--- config.mk ---
export PLATFORM = sky130hd
export DESIGN_NAME = pipeline_hazard_ctrl_flat
export DESIGN_NICKNAME = d
export VERILOG_FILES = /design/src/rtl/pipeline_hazard_ctrl_if.sv /design/src/rtl/pipeline_hazard_ctrl.sv /design/src/flat_wrapper.sv
export SDC_FILE = /design/constraint.sdc
export NUM_CORES = 1
export LEC_CHECK = 0
export CAP_MARGIN = 20
export CORE_MARGIN = 1
export CORE_UTILIZATION = 52
export DETAILED_ROUTE_END_ITERATION = 16
export PLACE_DENSITY_LB_ADDON = 0.25
export RECOVER_POWER = 25
export SLEW_MARGIN = 20
export SYNTH_ARGS = -nofsm -noshare
export SYNTH_HDL_FRONTEND = slang
export SYNTH_SLANG_ARGS = --single-unit
--- constraint.sdc ---
create_clock -name clk -period 6.3 [get_ports clk]
set_clock_uncertainty 0.15 [all_clocks]
set_input_delay 1.26 -clock clk [delete_from_list [all_inputs] [get_ports clk]]
set_output_delay 1.26 -clock clk [all_outputs]
set_load 0.03 [all_outputs]
--- src/rtl/pipeline_hazard_ctrl_if.sv ---
// Hazard-controller bundle: ID/EX/MEM hazard inputs in, pipeline stall/flush
// controls and performance counters out.
interface pipeline_hazard_ctrl_if #(
  parameter int CNT_W = 16
);
  logic [4:0]       rs1_d;
  logic [4:0]       rs2_d;
  logic [4:0]       rd_e;
  logic             MemRead_e;
  logic             jump_e;
  logic             MemAccess_m;
  logic             dmem_ack;
  logic             cnt_clr;

  logic             stall_f;
  logic             stall_d;
  logic             stall_e;
  logic             stall_m;
  logic             flush_d;
  logic             flush_e;
  logic             flush_m;
  logic             flush_w;
  logic             mem_timeout;
  logic [CNT_W-1:0] stall_cnt;
  logic [CNT_W-1:0] flush_cnt;

  // pipeline side
  modport master (
    output rs1_d, rs2_d, rd_e, MemRead_e, jump_e, MemAccess_m, dmem_ack, cnt_clr,
    input  stall_f, stall_d, stall_e, stall_m,
    input  flush_d, flush_e, flush_m, flush_w,
    input  mem_timeout, stall_cnt, flush_cnt
  );

  // hazard controller side
  modport slave (
    input  rs1_d, rs2_d, rd_e, MemRead_e, jump_e, MemAccess_m, dmem_ack, cnt_clr,
    output stall_f, stall_d, stall_e, stall_m,
    output flush_d, flush_e, flush_m, flush_w,
    output mem_timeout, stall_cnt, flush_cnt
  );
endinterface

--- src/rtl/pipeline_hazard_ctrl.sv ---
// Pipeline hazard controller: data-memory wait/abort, taken-branch flush,
// load-use stall, plus saturating stall/flush performance counters.
//
// state | meaning
// ------+-----------------------------------------------------------
// RUN   | normal flow; branch and load-use hazards resolved here
// MWAIT | data memory outstanding, wcnt counts waited cycles
// ABORT | single cycle: memory access timed out, bubble EX/MEM work
module pipeline_hazard_ctrl #(
  parameter int TIMEOUT = 255,
  parameter int CNT_W   = 16
) (
  input logic                  clk,
  input logic                  rst,
  pipeline_hazard_ctrl_if.slave hz
);

  typedef enum logic [1:0] {
    RUN   = 2'd0,
    MWAIT = 2'd1,
    ABORT = 2'd2
  } state_t;

  localparam logic [7:0] WCNT_LAST = 8'(TIMEOUT - 1);

  state_t     state, state_nxt;
  logic [7:0] wcnt, wcnt_nxt;

  logic mem_wait;
  logic load_use;

  logic stall_f, stall_d, stall_e, stall_m;
  logic flush_d, flush_e, flush_m, flush_w;
  logic mem_timeout;

  logic [CNT_W-1:0] stall_cnt, flush_cnt;

  assign mem_wait = hz.MemAccess_m & ~hz.dmem_ack & (state != ABORT);
  assign load_use = hz.MemRead_e & (hz.rd_e != 5'd0) &
                    ((hz.rd_e == hz.rs1_d) | (hz.rd_e == hz.rs2_d));

  always_ff @(posedge clk) begin
    if (rst) begin
      state <= RUN;
      wcnt  <= 8'd0;
    end else begin
      state <= state_nxt;
      wcnt  <= wcnt_nxt;
    end
  end

  always_comb begin
    state_nxt   = state;
    wcnt_nxt    = wcnt;
    stall_f     = 1'b0;
    stall_d     = 1'b0;
    stall_e     = 1'b0;
    stall_m     = 1'b0;
    flush_d     = 1'b0;
    flush_e     = 1'b0;
    flush_m     = 1'b0;
    flush_w     = 1'b0;
    mem_timeout = 1'b0;

    case (state)
      RUN: begin
        if (mem_wait) begin
          state_nxt = MWAIT;
          wcnt_nxt  = 8'd1;
        end
      end
      MWAIT: begin
        if (hz.dmem_ack) begin
          state_nxt = RUN;
          wcnt_nxt  = 8'd0;
        end else if (mem_wait && (wcnt == WCNT_LAST)) begin
          state_nxt = ABORT;
        end else begin
          wcnt_nxt = wcnt + 8'd1;
        end
      end
      ABORT: begin
        state_nxt = RUN;
        wcnt_nxt  = 8'd0;
      end
      default: begin
        state_nxt = RUN;
        wcnt_nxt  = 8'd0;
      end
    endcase

    // Fixed priority; a suppressed hazard is re-presented by the held EX stage.
    if (rst) begin
      stall_f = 1'b0;
    end else if (state == ABORT) begin
      mem_timeout = 1'b1;
      stall_f     = 1'b1;
      flush_d     = 1'b1;
      flush_e     = 1'b1;
      flush_m     = 1'b1;
    end else if (mem_wait) begin
      stall_f = 1'b1;
      stall_d = 1'b1;
      stall_e = 1'b1;
      stall_m = 1'b1;
      flush_w = 1'b1;
    end else if (hz.jump_e) begin
      flush_d = 1'b1;
      flush_e = 1'b1;
    end else if (load_use) begin
      stall_f = 1'b1;
      stall_d = 1'b1;
      flush_e = 1'b1;
    end
  end

  always_ff @(posedge clk) begin
    if (rst || hz.cnt_clr) begin
      stall_cnt <= '0;
      flush_cnt <= '0;
    end else begin
      if (stall_f && (stall_cnt != '1)) stall_cnt <= stall_cnt + CNT_W'(1);
      if ((flush_d || flush_e) && (flush_cnt != '1)) flush_cnt <= flush_cnt + CNT_W'(1);
    end
  end

  assign hz.stall_f     = stall_f;
  assign hz.stall_d     = stall_d;
  assign hz.stall_e     = stall_e;
  assign hz.stall_m     = stall_m;
  assign hz.flush_d     = flush_d;
  assign hz.flush_e     = flush_e;
  assign hz.flush_m     = flush_m;
  assign hz.flush_w     = flush_w;
  assign hz.mem_timeout = mem_timeout;
  assign hz.stall_cnt   = stall_cnt;
  assign hz.flush_cnt   = flush_cnt;

endmodule

--- src/flat_wrapper.sv ---
// flat-port wrapper written by rule: the top's interface ports become plain ports
module pipeline_hazard_ctrl_flat 
#(
  parameter int TIMEOUT = 255,
  parameter int CNT_W   = 16
)
  (clk, rst, hz_rs1_d, hz_rs2_d, hz_rd_e, hz_MemRead_e, hz_jump_e, hz_MemAccess_m, hz_dmem_ack, hz_cnt_clr, hz_stall_f, hz_stall_d, hz_stall_e, hz_stall_m, hz_flush_d, hz_flush_e, hz_flush_m, hz_flush_w, hz_mem_timeout, hz_stall_cnt, hz_flush_cnt);
  pipeline_hazard_ctrl_if #(.CNT_W(CNT_W)) hz_i ();
  input logic clk;
  input logic rst;
  input wire logic [$bits(hz_i.rs1_d)-1:0] hz_rs1_d;
  input wire logic [$bits(hz_i.rs2_d)-1:0] hz_rs2_d;
  input wire logic [$bits(hz_i.rd_e)-1:0] hz_rd_e;
  input wire logic [$bits(hz_i.MemRead_e)-1:0] hz_MemRead_e;
  input wire logic [$bits(hz_i.jump_e)-1:0] hz_jump_e;
  input wire logic [$bits(hz_i.MemAccess_m)-1:0] hz_MemAccess_m;
  input wire logic [$bits(hz_i.dmem_ack)-1:0] hz_dmem_ack;
  input wire logic [$bits(hz_i.cnt_clr)-1:0] hz_cnt_clr;
  output wire logic [$bits(hz_i.stall_f)-1:0] hz_stall_f;
  output wire logic [$bits(hz_i.stall_d)-1:0] hz_stall_d;
  output wire logic [$bits(hz_i.stall_e)-1:0] hz_stall_e;
  output wire logic [$bits(hz_i.stall_m)-1:0] hz_stall_m;
  output wire logic [$bits(hz_i.flush_d)-1:0] hz_flush_d;
  output wire logic [$bits(hz_i.flush_e)-1:0] hz_flush_e;
  output wire logic [$bits(hz_i.flush_m)-1:0] hz_flush_m;
  output wire logic [$bits(hz_i.flush_w)-1:0] hz_flush_w;
  output wire logic [$bits(hz_i.mem_timeout)-1:0] hz_mem_timeout;
  output wire logic [$bits(hz_i.stall_cnt)-1:0] hz_stall_cnt;
  output wire logic [$bits(hz_i.flush_cnt)-1:0] hz_flush_cnt;
  assign hz_i.rs1_d = hz_rs1_d;
  assign hz_i.rs2_d = hz_rs2_d;
  assign hz_i.rd_e = hz_rd_e;
  assign hz_i.MemRead_e = hz_MemRead_e;
  assign hz_i.jump_e = hz_jump_e;
  assign hz_i.MemAccess_m = hz_MemAccess_m;
  assign hz_i.dmem_ack = hz_dmem_ack;
  assign hz_i.cnt_clr = hz_cnt_clr;
  assign hz_stall_f = hz_i.stall_f;
  assign hz_stall_d = hz_i.stall_d;
  assign hz_stall_e = hz_i.stall_e;
  assign hz_stall_m = hz_i.stall_m;
  assign hz_flush_d = hz_i.flush_d;
  assign hz_flush_e = hz_i.flush_e;
  assign hz_flush_m = hz_i.flush_m;
  assign hz_flush_w = hz_i.flush_w;
  assign hz_mem_timeout = hz_i.mem_timeout;
  assign hz_stall_cnt = hz_i.stall_cnt;
  assign hz_flush_cnt = hz_i.flush_cnt;
  pipeline_hazard_ctrl #(.TIMEOUT(TIMEOUT), .CNT_W(CNT_W)) u_core (.clk(clk), .rst(rst), .hz(hz_i));
endmodule
==> metrics.csv, run 1 <==
stage,metric,value,unit
outcome,result_of_the_run,finished clean,
layout,area_growth,28.7,%
synthesis,post_synth_most_frequent_cells,"dfxtp_1, a21oi_1, or3_1",
synthesis,synth.cell_area,0.00237,mm2
critical_path,critPathRequiredTime,4890,ps
clocking,postCtsSetupRepairBufs,0,
layout,layoutNonFillerInstCount,396,
placed_design,hpwlAfterDp,4080,um
critical_path,critical_path.max_fanout,3,
synthesis,post-synth-top-area-fraction,35.4,%
grt,global_route.usage.total,23.8,%
pwr,switching_pwr,0.000132,W
pwr,internal_power,0.000383,W
grt,grt_pass1_vias,2146,
critical_path,cp-end-kind,primary output,
synthesis,post_synth_num_cell_types,43,
sta,final-hold-violation-count,0,
synthesis,synth_top_family_by_area,simple AND/OR/NAND/NOR gates,
floorplan,number_of_i_o_pins,63,
synthesis,synth_seq_cells,42,
synthesis,synth.most_common_cell,dfxtp_1,
grt,grt_overflow,0,
routing,detail_route.first_pass.iterations,4,
routing,drt.antenna.violating_nets,0,
placed_design,port_buffers,62,
routing,vias,2356,
pwr,leak,1.03,nW
sta,slew-limit-headroom,47.8,%
pwr,seq_power_share,52.3,%
floorplan,design.core.area,0.00438,mm2
routing,routedWlPerCell,14.5,um
clocking,tritoncts,yes,
floorplan,die_w,69.5,um
critical_path,criticalPathCategory,input port to primary output,
sta,final_min_period_over_clock_period,77.6,%
clocking,cts_inserted_buffers,5,
clocking,cts.reportedPaths.clkPinSlew,80,ps
routing,drt_drc_violations_left,0,
synthesis,syn-instance-count,293,
synthesis,yosysWarnings,0,
synthesis,synth_area_leader_cell,dfxtp_1,
clocking,ctsResizeCount,0,
layout,multi_input_comb_area,0.00142,mm2
synthesis,synthAdderAreaFrac,2.11,%
layout,regArea,841,um2
floorplan,fp.dieArea,0.00484,mm2
clocking,cts_hold_repair.buffers,0,
layout,final.fill_count,364,
synthesis,top_area_cells_in_the_synthesized_netlist,"dfxtp_1, a21oi_1, or3_1",
pwr,clockPowerShare,35.8,%
clocking,clk-insertion-delay-late,290,ps
floorplan,fp-row-count,24,
placed_design,gpl.final_weighted_congestion,0.801,
clocking,clock-sinks,42,
routing,drt_iter0_markers,70,
clocking,cts-root-to-sink-buffers,2,
layout,final_core_util,69.6,%
layout,fraction_of_final_layout_cells_sized_beyond_drive_strength_1,4.94,%
pwr,vdd_ir_drop_max,0.143,mV
routing,detail_route.wirelength,5720,um
synthesis,yosys-mux-area-fraction,1.27,%
pwr,comb_power_share,11.9,%
sta,setup_tns,0,ps
synthesis,synth_enable_flop_cells,0,
placed_design,dp_cells,388,
floorplan,start_util,54.1,%
critical_path,worst-r2r-setup-slack,3740,ps
layout,n_antenna_cell,0,
synthesis,post_synth_and_or_nand_nor_area_fraction,29.4,%
synthesis,yosysSeqAreaShare,35.4,%
sta,setup_violations,0,
synthesis,synth_compound_gate_area_share,20.8,%
grt,grt_start_max_net_pins,31,
sta,finalCriticalPeriod,4890,ps
synthesis,synth-async-reset-ratio,0,%
pwr,powerDensity,169,mW/mm2
sta,finalMaxSlewViolations,0,
floorplan,die_h,69.5,um
placed_design,postPlaceCellArea,0.00295,mm2
synthesis,synth_top_flop_cell,dfxtp_1,
pwr,netSwitchingFraction,25.6,%
sta,maxClockFrequency,205,MHz
critical_path,timing.critical_path.from_type,input port,
grt,grt_pass1_wl,9600,um
hold_path,holdCritPathClass,flip-flop to flip-flop,
layout,final_net_count,369,
sta,rsz_0062_raised_after_global_routing,false,
routing,drt-vias-per-instance,5.95,
sta,worstMarginPinSlew,783,ps
clocking,htree_levels,2,
pwr,design_power_total,0.000514,W
layout,final_design_area_no_fill,0.00305,mm2
synthesis,postSynthNetCount,319,
synthesis,post_synth.cell_area_avg,8.10,um2
clocking,clk_root_buffer_cell,clkbuf_8,
flow_run,drv_cap,0,
grt,grt_antenna_before_repair,0,
synthesis,post_synth_xor_area_fraction,5.17,%
critical_path,cp.arrival,3480,ps
layout make-up:
cell class                      count  share of cell area, %
Clock buffer                        6                   2.70
Clock inverter                      2                  0.410
Inverter                            4                  0.492
Multi-Input combinational cell    228                   46.4
Sequential cell                    42                   27.5
Tap cell                           52                   2.13
Timing Repair Buffer               62                   20.3
worst max-delay path, stage by stage:
cell,delay (ps)
clkdlybuf4s50_1,540
xnor2_1,140
nand3_1,110
o22a_1,240
or3_1,360
a21oi_1,130
clkdlybuf4s50_1,690
per-layer routing:
layer	part of all wire (%)	up-vias	global-route usage [%]
li1	-	1182	-
met1	45	1121	29.6
met4	1.8	0	8.39
met5	0	-	0
met3	3.3	9	4.51
met2	50	44	41.1
layout by cell type (no fill, tap or decap), types with 4 or more instances in the layout:
cell type        count
nand2b_1             4
xnor2_1             12
clkbuf_8             6
nor2_1              14
nand2_1             16
o21a_1               8
o31ai_1              6
and2_1               4
nand3_1             20
inv_1                4
and3_1               5
o21ai_0              6
or4_1                7
nor3_1               9
nand4_1              9
ha_1                 4
o21ai_1             16
or3_1               25
dfxtp_1             42
a21oi_1             33
clkdlybuf4s50_1     42
dlygate4sd3_1       20
state kept, by name (all words and copies together) (netlist names):
name                 count
u_core.wcnt              8
u_core.hz.stall_cnt     16
u_core.hz.flush_cnt     16
u_core.state             2
power by group through the flow:
| stage | Sequential [W] | Clock (W) | Combinational, W |
|---|---|---|---|
| floorplan | 0.000275 | 0 | 0.0000367 |
| global placement | 0.000275 | 0 | 0.0000585 |
| detailed placement | 0.000275 | 0 | 0.0000607 |
| CTS | 0.000269 | 0.000185 | 0.0000610 |
| global route | 0.000269 | 0.000194 | 0.0000662 |
| finish | 0.000269 | 0.000184 | 0.0000613 |
per-stage QoR:
| step | hold WS [ps] | setup slack [ps] |
|---|---|---|
| finish | 349 | 1410 |
| global route | 374 | 1290 |
| CTS | 348 | 1410 |
| detailed placement | 333 | 1410 |
| global placement | 320 | 1450 |
| floorplan | 304 | 2330 |
cells by family after synthesis:
family / after synthesis
AOI/OAI and AO/OA: 82
xor gates and xnor gates: 14
adders and majority gates: 4
buffers and inverters: 23
DFF: 42
muxes: 3
and+or+nand+nor: 125
final timing paths:
path                                       startpoint                              endpoint  cells past startpoint
setup / recovery                           hz_rd_e[1]                            hz_stall_d                      7
hold / removal            u_core.wcnt[6]$_SDFFE_PP0P_           u_core.wcnt[6]$_SDFFE_PP0P_                      2
setup reg to reg  u_core.hz.stall_cnt[0]$_SDFFE_PP0P_  u_core.hz.stall_cnt[11]$_SDFFE_PP0P_                      6
hold reg to reg           u_core.wcnt[6]$_SDFFE_PP0P_           u_core.wcnt[6]$_SDFFE_PP0P_                      2
Note: power is estimated with default switching activity, not from simulation.
==> inputs of run 2 (changes only) <==
--- a/config.mk
+++ b/config.mk
@@ -7,7 +7,7 @@
 export LEC_CHECK = 0
 export CAP_MARGIN = 20
 export CORE_MARGIN = 1
-export CORE_UTILIZATION = 52
+export CORE_UTILIZATION = 49
 export DETAILED_ROUTE_END_ITERATION = 16
 export PLACE_DENSITY_LB_ADDON = 0.25
 export RECOVER_POWER = 25
==> constraint.sdc (replaced) <==
create_clock -name clk -period 4.85 [get_ports clk]
set_clock_uncertainty 0.15 [all_clocks]
set_input_delay 0.97 -clock clk [delete_from_list [all_inputs] [get_ports clk]]
set_output_delay 0.97 -clock clk [all_outputs]
set_load 0.03 [all_outputs]
==> metrics.csv, run 2 (synthesis results as in run 1) <==
stage,metric,value,unit,change
sta,setup_tns,0,ps,unchanged
grt,global_route.usage.total,22.3,%,-1.6 points
clocking,cts_hold_repair.buffers,0,,unchanged
critical_path,cpMaxStageDelayCell,clkdlybuf4s50_1,,
sta,worstMarginPinSlew,828,ps,+45.0 ps
clocking,clock-sinks,42,,unchanged
sta,finalMaxSlewViolations,0,,unchanged
critical_path,cp_common_cell,clkdlybuf4s50_1,,
grt,grt_pass1_vias,2010,,-6.3%
sta,rsz_0062_raised_after_global_routing,false,,
floorplan,design.core.area,0.00450,mm2,+2.7%
pwr,powerDensity,218,mW/mm2,+29%
critical_path,criticalPathCategory,input port to primary output,,
critical_path,critical_path.max_fanout,3,,unchanged
clocking,htree_levels,2,,unchanged
floorplan,number_of_i_o_pins,63,,unchanged
critical_path,critPathRequiredTime,3730,ps,-1160 ps
sta,setup_violations,0,,unchanged
layout,final_net_count,372,,+0.81%
clocking,cts_inserted_buffers,5,,unchanged
sta,final_min_period_over_clock_period,89.9,%,
clocking,postCtsSetupRepairBufs,0,,unchanged
clocking,cts-root-to-sink-buffers,2,,unchanged
clocking,tritoncts,yes,,
clocking,clk-insertion-delay-late,300,ps,about the same
grt,grt_pass1_wl,9110,um,-5.1%
grt,grt_start_max_net_pins,31,,unchanged
critical_path,timing.critical_path.from_type,input port,,
critical_path,cp_cell_sequence,clkdlybuf4s50_1 -> xnor2_1 -> nand3_1 -> o22a_1 -> or3_1 -> a21oi_1 -> clkdlybuf4s50_1,,
layout,fraction_of_final_layout_cells_sized_beyond_drive_strength_1,5.48,%,+0.53 points
placed_design,dpl_worst_slack,517,ps,-897 ps
grt,grt_antenna_before_repair,0,,unchanged
layout,most_common_library_cell_in_the_layout_ignoring_fill_and_taps,clkdlybuf4s50_1,,
routing,drt.antenna.violating_nets,0,,unchanged
pwr,vdd_ir_drop_max,0.209,mV,+46%
routing,routedWlPerCell,14.0,um,-3.4%
floorplan,die_h,71.6,um,+2.9%
clocking,clk_root_buffer_cell,clkbuf_8,,
floorplan,start_util,52.7,%,-1.4 points
routing,detail_route.wirelength,5570,um,-2.7%
sta,final-hold-violation-count,0,,unchanged
critical_path,cp-end-kind,primary output,,
sta,finalCriticalPeriod,4360,ps,
sta,slew-limit-headroom,44.8,%,-3.0 points
layout,final_cell_mix,"clkdlybuf4s50_1, dfxtp_1, a21oi_1, or3_1, nand3_1",,
clocking,ctsResizeCount,0,,unchanged
floorplan,die_w,71.6,um,+2.9%
sta,worst_slack,491,ps,-921 ps
layout,n_antenna_cell,0,,unchanged
layout,largestRegisters,"u_core.hz.flush_cnt x16, u_core.hz.stall_cnt x16, u_core.wcnt x8",,
routing,detail_route.first_pass.iterations,4,,unchanged
critical_path,cp.arrival,3240,ps,-240 ps
pwr,leak,1.04,nW,+0.79%
floorplan,fp-row-count,24,,unchanged
sta,maxClockFrequency,229,MHz,
layout,final.fill_count,399,,+9.6%
critical_path,slowest_delay,700,ps,about the same
placed_design,gpl.final_weighted_congestion,0.802,,about the same
routing,drt-vias-per-instance,5.85,,-1.7%
clocking,cts.reportedPaths.clkPinSlew,80,ps,about the same
flow_run,drv_cap,0,,unchanged
routing,drt_iter0_markers,173,,+150%
routing,vias,2333,,-0.98%
hold_path,holdCritPathClass,flip-flop to flip-flop,,
floorplan,fp.dieArea,0.00512,mm2,+5.9%
grt,grt_overflow,0,,unchanged
routing,drt_drc_violations_left,0,,unchanged
critical_path,worst-r2r-setup-slack,2260,ps,-1480 ps
layout,area_growth,28.8,%,about the same
outcome,result_of_the_run,finished clean,,
placed_design,hpwlAfterDp,4000,um,-2.0%
placed_design,port_buffers,62,,unchanged
## run 2: area by class of cell
type | instances | area [um2] | share of cell area [%]
timing repair buffer | 65 | 643 | 21.0
clock inverter | 1 | 5.00 | 0.164
tap | 52 | 65.1 | 2.13
multi-input combinational | 228 | 1400 | 45.8
inverter | 4 | 15.0 | 0.491
clock buffer | 7 | 86.3 | 2.83
sequential | 42 | 841 | 27.5
## run 2: worst max-delay path, delay by kind of cell
kind | cells | cell delay [ps]
buffers and inverters | 2 | 1250
AO/OA/AOI/OAI | 2 | 400
AND/OR/NAND/NOR | 2 | 490
XOR/XNOR | 1 | 140
## run 2: layer usage
layer  up-vias  GRT usage (%)  routed length, um
met5         -              0                  0
li1       1188              -                  -
met2        61           35.4               2570
met1      1076           29.7               2590
met3         8           5.49                325
met4         0           7.41                 87
## run 2: final timing paths
check	startpoint	end	cells after the start
setup / recovery	hz_rd_e[1]	hz_stall_d	7
hold reg to reg	u_core.wcnt[7]$_SDFFE_PP0P_	u_core.wcnt[7]$_SDFFE_PP0P_	2
setup reg to reg	u_core.hz.stall_cnt[0]$_SDFFE_PP0P_	u_core.hz.stall_cnt[9]$_SDFFE_PP0P_	7
hold / removal	u_core.wcnt[7]$_SDFFE_PP0P_	u_core.wcnt[7]$_SDFFE_PP0P_	2
## run 2: where the power goes
group          total [W]  internal [W]  switching (W)
clock network   0.000237      0.000115       0.000122
logic          0.0000795     0.0000371      0.0000423
registers       0.000349      0.000346     0.00000304
total           0.000666      0.000498       0.000168
## run 2: metrics by stage
stage	utilization [%]	cells	total power [W]	area, um2	hold WS [ps]
6_report	67.8	399	0.000666	3060	344
5_1_grt	67.8	399	0.000694	3060	379
4_1_cts	67.8	399	0.000670	3060	346
3_5_place_dp	65.8	391	0.000437	2960	333
3_3_place_gp	65.8	391	0.000436	2960	319
2_1_floorplan	-	293	0.000405	2370	304
==> inputs of run 3 (changes only) <==
--- a/config.mk
+++ b/config.mk
@@ -9,6 +9,7 @@
 export CORE_MARGIN = 1
 export CORE_UTILIZATION = 49
 export DETAILED_ROUTE_END_ITERATION = 16
+export GPL_TIMING_DRIVEN = 0
 export PLACE_DENSITY_LB_ADDON = 0.25
 export RECOVER_POWER = 25
 export SLEW_MARGIN = 20
==> metrics.csv, run 3 (synthesis results as in run 1) <==
stage,metric,value,unit,change
sta,setup_violations,0,,unchanged
grt,grt_overflow,0,,unchanged
placed_design,port_buffers,62,,unchanged
clocking,postCtsSetupRepairBufs,0,,unchanged
routing,drt_iter0_markers,153,,-12%
critical_path,critPathRequiredTime,3730,ps,about the same
layout,fraction_of_final_layout_cells_sized_beyond_drive_strength_1,7.16,%,+1.7 points
layout,final.fill_count,393,,-1.5%
placed_design,dp_cells,407,,+4.1%
floorplan,die_h,71.6,um,unchanged
layout,final_net_count,388,,+4.3%
sta,worstMarginPinSlew,476,ps,-352 ps
clocking,cts.reportedPaths.clkPinSlew,80,ps,about the same
clocking,cts_inserted_buffers,5,,unchanged
placed_design,hpwlAfterDp,4290,um,+7.2%
placed_design,postPlaceCellArea,0.00306,mm2,+3.2%
layout,n_antenna_cell,0,,unchanged
placed_design,gpl.final_weighted_congestion,0.816,,+1.8%
grt,grt_pass1_wl,9740,um,+7.0%
floorplan,start_util,52.7,%,unchanged
clocking,tritoncts,yes,,
clocking,htree_levels,2,,unchanged
layout,most_common_library_cell_in_the_layout_ignoring_fill_and_taps,clkdlybuf4s50_1,,
pwr,vdd_ir_drop_max,0.165,mV,-21%
sta,final-hold-violation-count,0,,unchanged
critical_path,timing.critical_path.from_type,input port,,
pwr,powerDensity,212,mW/mm2,-2.8%
placed_design,dpl_worst_slack,538,ps,+21.3 ps
layout,multi_input_comb_area,0.00139,mm2,-0.45%
layout,final_design_area_no_fill,0.00315,mm2,+3.1%
hold_path,holdCritPathClass,flip-flop to flip-flop,,
sta,maxClockFrequency,232,MHz,+1.2%
clocking,cts-root-to-sink-buffers,2,,unchanged
sta,setup_tns,0,ps,unchanged
routing,drt_drc_violations_left,0,,unchanged
clocking,clk-insertion-delay-late,290,ps,about the same
layout,regArea,841,um2,unchanged
routing,routedWlPerCell,14.2,um,+1.7%
floorplan,number_of_i_o_pins,63,,unchanged
clocking,cts_hold_repair.buffers,0,,unchanged
critical_path,cp.arrival,3190,ps,-50 ps
critical_path,cp-end-kind,primary output,,
routing,detail_route.first_pass.iterations,4,,unchanged
routing,drt-vias-per-instance,5.85,,about the same
grt,global_route.usage.total,24.0,%,+1.8 points
layout,final_cell_mix,"clkdlybuf4s50_1, dfxtp_1, a21oi_1, or3_1, nand3_1",,
pwr,leak,1.09,nW,+4.8%
routing,detail_route.wirelength,5890,um,+5.8%
grt,grt_start_max_net_pins,13,,-58%
sta,final_min_period_over_clock_period,88.8,%,-1.1 points
layout,area_growth,32.8,%,
outcome,result_of_the_run,finished clean,,
sta,finalCriticalPeriod,4310,ps,-52.2 ps
clocking,clock-sinks,42,,unchanged
sta,rsz_0062_raised_after_global_routing,false,,
routing,vias,2428,,+4.1%
clocking,ctsResizeCount,0,,unchanged
grt,grt_antenna_before_repair,0,,unchanged
sta,slew-limit-headroom,68.2,%,+23 points
routing,drt.antenna.violating_nets,0,,unchanged
floorplan,die_w,71.6,um,unchanged
layout,layoutNonFillerInstCount,415,,+4.0%
sta,finalMaxSlewViolations,0,,unchanged
sta,worst_slack,544,ps,+52.2 ps
critical_path,critical_path.max_fanout,3,,unchanged
critical_path,criticalPathCategory,input port to primary output,,
grt,grt_pass1_vias,2113,,+5.1%
flow_run,drv_cap,0,,unchanged
clocking,clk_root_buffer_cell,clkbuf_8,,
floorplan,fp.dieArea,0.00512,mm2,unchanged
floorplan,design.core.area,0.00450,mm2,unchanged
layout,largestRegisters,"u_core.hz.flush_cnt x16, u_core.hz.stall_cnt x16, u_core.wcnt x8",,
floorplan,fp-row-count,24,,unchanged
sta,whs,356,ps,+12.3 ps
-- run 3: cell count changes in the layout (fill, tap and decap cells not counted), moves of 2 or more --
cell / previous run / this run
buf_1: 0 / 3
buf_2: 0 / 2
buf_4: 3 / 5
buf_6: 0 / 4
clkbuf_1: 1 / 6
-- run 3: final cells by class --
| type | instances | area share (%) |
|---|---|---|
| Multi-Input combinational cell | 228 | 44.3 |
| Sequential cell | 42 | 26.7 |
| Timing Repair Buffer | 62 | 19.7 |
| Buffer | 19 | 3.89 |
| Clock buffer | 7 | 2.74 |
| Tap cell | 52 | 2.07 |
| Inverter | 4 | 0.477 |
| Clock inverter | 1 | 0.159 |
-- run 3: metrics by stage --
step | total power [W] | utilization (%)
floorplan | 0.000405 | -
global placement | 0.000442 | 67.9
detailed placement | 0.000443 | 67.9
CTS | 0.000672 | 69.9
global route | 0.000699 | 69.9
finish | 0.000667 | 69.9
-- run 3: worst paths after layout --
path	start	to	slack, ps	cells after the start
hold / removal	u_core.wcnt[6]$_SDFFE_PP0P_	u_core.wcnt[6]$_SDFFE_PP0P_	360	2
hold reg to reg	u_core.wcnt[6]$_SDFFE_PP0P_	u_core.wcnt[6]$_SDFFE_PP0P_	360	2
setup / recovery	hz_rd_e[1]	hz_stall_d	540	7
setup reg to reg	u_core.hz.stall_cnt[0]$_SDFFE_PP0P_	u_core.hz.stall_cnt[13]$_SDFFE_PP0P_	2370	8
-- run 3: per-layer routing --
| metal | up-vias | part of all wire (%) | track usage (%) |
|---|---|---|---|
| met5 | - | 0 | 0 |
| met2 | 80 | 48 | 39.8 |
| li1 | 1217 | - | - |
| met1 | 1122 | 46 | 31.1 |
| met4 | 0 | 1.3 | 8.93 |
| met3 | 9 | 5.1 | 4.92 |
-- run 3: worst max-delay path, cell delays in order --
cell and delay (ps):
clkdlybuf4s50_1 540, xnor2_1 130, nand3_1 110, o22a_1 240, or3_1 370, a21oi_1 130, clkdlybuf4s50_1 690
-- run 3: report_power, final --
group / internal, W / total (W) / switching [W] / leakage, nW
sequential: 0.000346 / 0.000349 / 0.00000227 / 0.339
clock: 0.000115 / 0.000233 / 0.000118 / 0.0482
combinational: 0.0000410 / 0.0000855 / 0.0000445 / 0.703
==> edit: new RTL, flow settings as in run 3 <==
One comparison of `wcnt` changes from == to >=.
--- a/src/rtl/pipeline_hazard_ctrl.sv
+++ b/src/rtl/pipeline_hazard_ctrl.sv
@@ -73,7 +73,7 @@
         if (hz.dmem_ack) begin
           state_nxt = RUN;
           wcnt_nxt  = 8'd0;
-        end else if (mem_wait && (wcnt == WCNT_LAST)) begin
+        end else if (mem_wait && (wcnt >= WCNT_LAST)) begin
           state_nxt = ABORT;
         end else begin
           wcnt_nxt = wcnt + 8'd1;
Check against the original RTL: same outputs for any inputs over 10 cycles, from zero or initial values and one cycle with rst high; that may be too few to reach the edited logic, so the function may still have changed.
==> edit against run 3 <==
Wire length is 0.34% lower; synthesized area hardly changed; final area is 1.6% higher; worst setup slack worse by 0.083 ns; sequential cell count stayed put; non-clock buffer count is 6 lower; total power is 17% higher; combinational power is 2% higher; largest cell class unchanged.
==> edit: results (changes against run 3) <==
- The number of filler cells placed in the layout was 390 (was 393).
- The combined global-route utilization of all metal layers was 23.2% (was 24.0%).
- The critical register-to-register path endpoint is u_core.hz.stall_cnt[1] (was u_core.hz.stall_cnt[13]).
- Most frequent cells after synthesis: 42 x sky130_fd_sc_hd__dfxtp_1, 33 x sky130_fd_sc_hd__nor2_1, 26 x sky130_fd_sc_hd__a21oi_1 (was 42 x sky130_fd_sc_hd__dfxtp_1, 33 x sky130_fd_sc_hd__a21oi_1, 25 x sky130_fd_sc_hd__or3_1).
- The global-route track usage on met3 is 5.20% (was 4.92%).
- The beginning of the worst hold path is u_core.hz.stall_cnt[5] (was u_core.wcnt[6]).
- The layout net count is 390 (was 388).
- The mean number of vias per cell came to 5.95 (was 5.85).
- The pin count of the biggest net entering global routing was 14 (was 13).
- The iteration-0 DRC count of the detailed router is 162 (was 153).
- The capture endpoint of the worst hold path is u_core.hz.stall_cnt[5] (was u_core.wcnt[6]).
- The arrival time at the worst endpoint is 3.27 ns (was 3.19 ns).
- The switching fraction of total power is 22.2% (was 24.7%).
- The slack of the worst reg-to-reg path is 2.46 ns (was 2.37 ns).
- The worst hold slack across all endpoints is 0.352 ns (was 0.356 ns).
- The number of different library cells in the post-synthesis netlist is 49 (was 43).
- The depth of the most critical reg-to-reg path is 9 (was 8).
- Result of the run: complete, no violations (unchanged).
- The half-perimeter wire length after placement is 4270 um (was 4290 um).
- The detail-routed net length per standard cell is 14.1 um (was 14.2 um).
- The number of placed cells counting well taps is 409 (was 407).
- The critical-path maximum fanout is 4 (was 3).
- The delay of the slowest cell on the worst path is 0.77 ns (was 0.69 ns).
- The met1 layer usage reported by global route was 29.2% (was 31.1%).
- The number of global-route vias before repair is 2,181 (was 2,113).
- The first-pass GRT wire length is 9600 um (was 9740 um).
- The ratio of cells with drive above 1 in the final layout came to 6.03% (was 7.16%).
- The final weighted congestion of routability-driven global placement came to 0.947 (was 0.816).
- The startpoint of the worst-slack reg-to-reg timing path is u_core.hz.stall_cnt[2] (was u_core.hz.stall_cnt[0]).
- The net count after synthesis is 321 (was 319).
- The met2 track utilization from global routing is 38.8% (was 39.8%).
[edit: worst max-delay path: cells and delay by family]
kind | cells | cell delay [ns]
AO/OA/AOI/OAI | 2 | 0.70
buffers and inverters | 2 | 1.31
AND/OR/NAND/NOR | 1 | 0.15
XOR/XNOR | 1 | 0.14
[edit: stage by stage]
step	power [mW]	setup WS, ns	utilization (%)	cell area [sq um]
after floorplan	0.406	1.34	-	2370
after global placement	0.442	0.480	67.9	3060
after detailed placement	0.444	0.465	67.9	3060
after CTS	0.783	0.460	71.0	3200
after global routing	0.805	0.340	71.0	3200
final	0.780	0.461	71.0	3200
[edit: how the worst max path moves through the flow]
stage                     from  slack [ns]    endpoint  cells past startpoint
floorplan           hz_rd_e[4]        1.34  hz_stall_f                      4
global placement    hz_rd_e[0]        0.48  hz_stall_f                      6
detailed placement  hz_rd_e[0]        0.46  hz_stall_f                      6
CTS                 hz_rd_e[0]        0.46  hz_stall_f                      6
global route        hz_rd_e[3]        0.34  hz_stall_f                      6
finish              hz_rd_e[0]        0.46  hz_stall_f                      6
[edit: logic make-up (layout without fill, tap and decap cells)]
group | after synthesis | after routing | synth area share, %
buf+inv | 23 | 93 | 5.33
mux | 4 | 4 | 1.69
compound gates | 70 | 70 | 18.5
xor+xnor | 18 | 18 | 6.65
simple gates | 134 | 134 | 30.3
flops | 42 | 42 | 35.5
fa+ha+maj | 4 | 4 | 2.11
[edit: layer usage]
metal,up-vias,wire length [um]
li1,1218,-
met1,1162,2660
met2,88,2750
met3,12,361
met4,0,101
met5,-,0
[edit: layout make-up]
cell class / count / area [sq um] / area share (%)
Timing Repair Buffer: 62 / 621 / 19.4
Clock inverter: 2 / 60.1 / 1.88
Clock buffer: 6 / 82.6 / 2.58
Multi-Input combinational cell: 230 / 1400 / 43.9
Sequential cell: 42 / 841 / 26.3
Buffer: 13 / 88.8 / 2.78
Inverter: 10 / 37.5 / 1.17
Tap cell: 52 / 65.1 / 2.03
[edit: power by group through the flow]
stage | clock, mW | sequential [mW] | combinational [mW]
floorplan | 0 | 0.358 | 0.0482
global route | 0.362 | 0.349 | 0.0938
CTS | 0.347 | 0.349 | 0.0870
global placement | 0 | 0.357 | 0.0849
finish | 0.344 | 0.349 | 0.0868
detailed placement | 0 | 0.357 | 0.0864
